### config.mk
export PLATFORM = sky130hd
export DESIGN_NAME = seq_addsub
export DESIGN_NICKNAME = d
export VERILOG_FILES = /design/src/rtl/seq_addsub.sv
export SDC_FILE = /design/constraint.sdc
export NUM_CORES = 1
export LEC_CHECK = 0
export ABC_AREA = 1
export BUFFER_PORTS_ARGS = -buffer_cell sky130_fd_sc_hd__clkbuf_2
export CELL_PAD_IN_SITES_DETAIL_PLACEMENT = 0
export CELL_PAD_IN_SITES_GLOBAL_PLACEMENT = 1
export CORE_UTILIZATION = 41
export CTS_BUF_LIST = sky130_fd_sc_hd__clkbuf_4 sky130_fd_sc_hd__clkbuf_8
export DETAILED_ROUTE_END_ITERATION = 6
export PLACE_DENSITY_LB_ADDON = 0.1
export SLEW_MARGIN = 20
export SYNTH_ARGS = -nofsm -noshare
export SYNTH_HDL_FRONTEND = slang
export SYNTH_SLANG_ARGS = --single-unit
### constraint.sdc
create_clock -name clk -period 3.17 [get_ports clk]
set_input_delay 0.1585 -clock clk [delete_from_list [all_inputs] [get_ports clk]]
set_output_delay 0.1585 -clock clk [all_outputs]
set_load 0.1 [all_outputs]
### src/rtl/seq_addsub.sv
// Multi-cycle add/subtract: N-bit operands processed C bits per cycle, LSB chunk first,
// with optional signed saturation and valid/ready handshakes on both sides.
//
// state | meaning
// IDLE  | accepting operands, in_ready=1
// RUN   | one chunk per cycle, carry rippled between chunks
// DONE  | result presented, held until out_ready
module seq_addsub #(
    parameter int N = 16,
    parameter int C = 4
) (
    input  logic         clk,
    input  logic         rst_n,
    input  logic         in_valid,
    output logic         in_ready,
    input  logic         sub,
    input  logic         sat,
    input  logic [N-1:0] A,
    input  logic [N-1:0] B,
    output logic         out_valid,
    input  logic         out_ready,
    output logic [N-1:0] S,
    output logic         CF,
    output logic         OF
);
    localparam int NCH = N / C;
    localparam int CW  = (NCH > 1) ? $clog2(NCH) : 1;

    if (N % C != 0) begin : g_bad_cfg
        $error("seq_addsub: N must be a multiple of C");
    end

    typedef enum logic [1:0] {IDLE, RUN, DONE} state_t;

    state_t         state, state_nxt;
    logic [N-1:0]   a_q, d_q, s_q, s_upd, s_fin;
    logic           carry_q, sat_q, cf_q, of_q;
    logic [CW-1:0]  cnt;
    logic [C:0]     chunk_sum;
    logic           last_chunk, of_w;

    always_ff @(posedge clk) begin
        if (!rst_n) state <= IDLE;
        else        state <= state_nxt;
    end

    always_comb begin
        state_nxt = state;
        case (state)
            IDLE:    if (in_valid)   state_nxt = RUN;
            RUN:     if (last_chunk) state_nxt = DONE;
            DONE:    if (out_ready)  state_nxt = IDLE;
            default: state_nxt = IDLE;
        endcase
    end

    // Current chunk sum, with the result word patched in place; OF and
    // saturation only matter once the MSB chunk has been written.
    always_comb begin
        last_chunk = (cnt == CW'(NCH - 1));
        chunk_sum  = {1'b0, a_q[int'(cnt)*C +: C]} + {1'b0, d_q[int'(cnt)*C +: C]}
                   + {{C{1'b0}}, carry_q};
        s_upd = s_q;
        s_upd[int'(cnt)*C +: C] = chunk_sum[C-1:0];
        of_w  = (~s_upd[N-1] &  a_q[N-1] &  d_q[N-1])
              | ( s_upd[N-1] & ~a_q[N-1] & ~d_q[N-1]);
        s_fin = s_upd;
        if (sat_q && of_w)
            s_fin = a_q[N-1] ? {1'b1, {(N-1){1'b0}}} : {1'b0, {(N-1){1'b1}}};
    end

    always_ff @(posedge clk) begin
        if (!rst_n) begin
            a_q     <= '0;
            d_q     <= '0;
            s_q     <= '0;
            carry_q <= 1'b0;
            sat_q   <= 1'b0;
            cf_q    <= 1'b0;
            of_q    <= 1'b0;
            cnt     <= '0;
        end else begin
            case (state)
                IDLE: begin
                    if (in_valid) begin
                        a_q     <= A;
                        d_q     <= B ^ {N{sub}};
                        carry_q <= sub;
                        sat_q   <= sat;
                        cnt     <= '0;
                    end
                end
                RUN: begin
                    carry_q <= chunk_sum[C];
                    cnt     <= cnt + CW'(1);
                    if (last_chunk) begin
                        s_q  <= s_fin;
                        cf_q <= chunk_sum[C];
                        of_q <= of_w;
                    end else begin
                        s_q  <= s_upd;
                    end
                end
                default: ;
            endcase
        end
    end

    assign in_ready  = (state == IDLE);
    assign out_valid = (state == DONE);
    assign S         = s_q;
    assign CF        = cf_q;
    assign OF        = of_q;

endmodule

==> results.toml <==
[clock_tree]
cts_resized = 0
cts-root-to-sink-buffers = 2
root_buffer = "sky130_fd_sc_hd__clkbuf_8"
cts_bufs_inserted = 5
cts.sink_count = 56
worstSkewPairLatency_ns = 0.31
cts_tree = "yes"
post_cts.repair.setup_buffers = 0
clk_transition_reported_paths_ns = 0.10
cts_hold_repair.buffers = 0
cts.htree.levels = 2

[finish]
layout.cells.most_common_list = "sky130_fd_sc_hd__nor2_1 (72), sky130_fd_sc_hd__clkbuf_2 (57), sky130_fd_sc_hd__dfxtp_1 (56)"
post_layout_nonfiller_instances = 541
most_common_cell_after_layout_fill_and_taps_aside = "sky130_fd_sc_hd__nor2_1"
num-fill-cells = 725
final_nets = 493
ff_latch_area_um2 = 1120
multi_input_comb_area_um2 = 1650
area_growth_pct = 14.6
post_route_cells_drive_above_1_share_pct = 24.3
antennaDiodeCount = 0
postLayoutCoreUtil_pct = 49.6

[grt]
grt-busiest-layer = "met2"
globalRouteMet3Util_pct = 3.49
grt_resource_usage_total_pct = 19.7
gr-usage-met2_pct = 33.6
grt_pass1_vias = 2488
globalRouteMet1Util_pct = 25.2
maximum_number_of_pins_on_one_net_before_global_route_repair = 29
grt_pass1_wl_um = 11800
grt_overflow = 0
grt_antenna_before_repair = 0

[worst_setup_path]
worst_ep_arrival_time_ns = 3.02
critical-path-max-stage-delay_ns = 0.41
worst_path_dominant_cell_family = "adder cells"
cpMaxStageDelayCell = "sky130_fd_sc_hd__dfxtp_1"
sequence_of_cells_on_the_critical_path = "inv_1 > o21ai_0 > o22ai_1 > fa_1 > inv_1 > fa_1 > xnor2_1 > nand2_1 > nor2_1 > a22oi_1 > nand2_2 > nand2_2 > a21oi_2"
reg2reg_depth = 13
timing.critical_path.buf_inv = 2
critPathMaxFanout = 13
crit_path_end_kind = "register"
setup_crit_start_kind = "register"
worstSetupPathDepth = 13
cp.required_ns = 3.42
worst_setup_path_category = "reg -> reg"

[floorplan]
die_w_um = 87.6
die_y_um = 87.6
core-area_um2 = 6940
core.rowCount = 30
io_pins = 58
initial_core_util_pct = 43.3
design.die.area_um2 = 7680

[yosys]
synth_cell_type_count = 34
synth.largest_area_cell = "sky130_fd_sc_hd__dfxtp_1"
synthesis.instances = 397
synthesis.yosys.warnings = 0
synthesis.area_per_instance_um2 = 7.57
syn-num-nets = 446
mappedNetlistArea_um2 = 3010
seq_area_frac_synth_pct = 37.3
synth_seq_cells = 56
synth_area_leaders = "sky130_fd_sc_hd__dfxtp_1 (37%), sky130_fd_sc_hd__nor2_1 (9.0%), sky130_fd_sc_hd__nand2_1 (6.7%)"
synth_top_area_share_pct = 37.3

[placed_design]
gp_congestion = 0.821
post-dp-hpwl_um = 5010
post-place-cells = 533
buffer_ports.inserted = 57

[sta]
maxSlewViolCount = 0
crit_path_time_final_ns = 2.77
grt_setup_unrepaired = "false"
max_slew.worst_pin.slew_ns = 0.890
min_period_over_period_pct = 87.5
fmax_mhz = 361
final-hold-violation-count = 0
tns_ns = 0
report.final.setup_viol = 0
max-slew-margin-rel_pct = 40.3
clk_skew_ns = 0.00578

[status]
run_status = "complete, no violations"

[routing]
wirelength_um = 6770
detail_route.vias_per_cell = 4.87
initialDrtViolationCount = 78
drt_pass1_iterations = 4
antenna_violating_nets_post_route = 0
wire_per_inst_um = 12.5
dr_total_vias = 2633
drc_errors = 0

[power_and_ir_drop]
power.density_cell_area_nw_per_um2 = 488
max-vdd-ir-drop_mv = 0.182
power.static_leakage_nw = 1.51

[worst_hold_path]
worst_hold_path_type = "in -> reg"
hold_path_depth = 3

[flow_run]
timing.max_cap.violations = 0
worst register-to-register path: cells and delay by family (launching register included):
family | cells | cell delay [ns]
buffers and inverters | 2 | 0.40
xor gates and xnor gates | 1 | 0.31
adders and majority gates | 2 | 0.65
DFF | 1 | 0.41
AOI/OAI and AO/OA | 4 | 0.55
and+or+nand+nor | 4 | 0.40
registers in the layout, indices dropped and copies added (netlist names):
| register | flops |
|---|---|
| S | 16 |
| a_q | 16 |
| d_q | 16 |
| cnt | 2 |
| state | 2 |
| CF | 1 |
| OF | 1 |
| carry_q | 1 |
| sat_q | 1 |
kinds of logic (layout without fill, tap and decap cells):
group                      Yosys count  in the layout  synth area share, %
AOI/OAI and AO/OA                   97             97                 20.7
xor gates and xnor gates            17             17                 4.95
adders and majority gates           11             11                 5.08
buffers and inverters               55            103                 7.95
DFF                                 56             56                 37.3
and+or+nand+nor                    161            161                 24.0
cells in the mapped netlist:
cell type                   number
sky130_fd_sc_hd__a32oi_1         5
sky130_fd_sc_hd__a21oi_2        10
sky130_fd_sc_hd__nor2_1         72
sky130_fd_sc_hd__buf_2           6
sky130_fd_sc_hd__o211ai_1        1
sky130_fd_sc_hd__inv_1          30
sky130_fd_sc_hd__nand3_4         2
sky130_fd_sc_hd__xor2_1          1
sky130_fd_sc_hd__nand2_1        54
sky130_fd_sc_hd__buf_6           1
sky130_fd_sc_hd__xnor2_1        16
sky130_fd_sc_hd__o21a_1          1
sky130_fd_sc_hd__a22oi_1         7
sky130_fd_sc_hd__clkinv_1        1
sky130_fd_sc_hd__a32o_1          1
sky130_fd_sc_hd__ha_1            9
sky130_fd_sc_hd__clkbuf_1       13
sky130_fd_sc_hd__dfxtp_1        56
sky130_fd_sc_hd__a2bb2oi_1       1
sky130_fd_sc_hd__inv_2           1
sky130_fd_sc_hd__clkinv_2        1
sky130_fd_sc_hd__nor3_1          3
sky130_fd_sc_hd__or2_2           1
sky130_fd_sc_hd__nand3_1         3
sky130_fd_sc_hd__a21oi_1        13
sky130_fd_sc_hd__nand4_4         1
sky130_fd_sc_hd__buf_1           1
sky130_fd_sc_hd__nand4_1         3
sky130_fd_sc_hd__a211oi_1       17
sky130_fd_sc_hd__o22ai_1         6
sky130_fd_sc_hd__fa_1            2
sky130_fd_sc_hd__nand2_2        22
sky130_fd_sc_hd__buf_12          1
sky130_fd_sc_hd__o21ai_0        35
worst paths after layout:
| path | slack [ns] | start | end |
|---|---|---|---|
| worst min register to register | 0.48 | d_q[1] | d_q[1] |
| worst max-delay path | 0.40 | cnt[1] | S[14] |
| worst max register to register | 0.40 | cnt[1] | S[14] |
| worst min-delay path | 0.09 | A[14] | a_q[14] |
per-stage QoR:
step | hold WS, ns | setup slack (ns) | total power (W) | instance area, um2
2_1_floorplan | 0.297 | 0.483 | 0.00112 | 3010
3_3_place_gp | 0.414 | 0.576 | 0.00123 | 3340
3_5_place_dp | 0.417 | 0.459 | 0.00123 | 3340
4_1_cts | 0.0806 | 0.416 | 0.00171 | 3450
5_1_grt | 0.105 | 0.109 | 0.00180 | 3450
6_report | 0.0937 | 0.398 | 0.00168 | 3450
per-layer routing:
metal  part of all wire (%)  vias up
met1                     48     1181
met2                     48       40
met4                    1.3        0
met5                      0        -
met3                    2.6        7
li1                       -     1405
layout make-up:
cell class,instances,share of cell area (%)
clock inverters,2,1.02
well taps,96,3.48
flip-flops and latches,56,32.5
inverters,33,3.63
repair buffers,62,9.36
multi-input cells,286,47.8
clock buffers,6,2.21
report_power, final:
part	internal (W)	switching, W	total (W)
clock	0.000243	0.000230	0.000473
combinational	0.000144	0.000282	0.000426
sequential	0.000751	0.0000310	0.000782
total	0.00114	0.000543	0.00168
No activity file was read; power rests on OpenSTA's default activity.
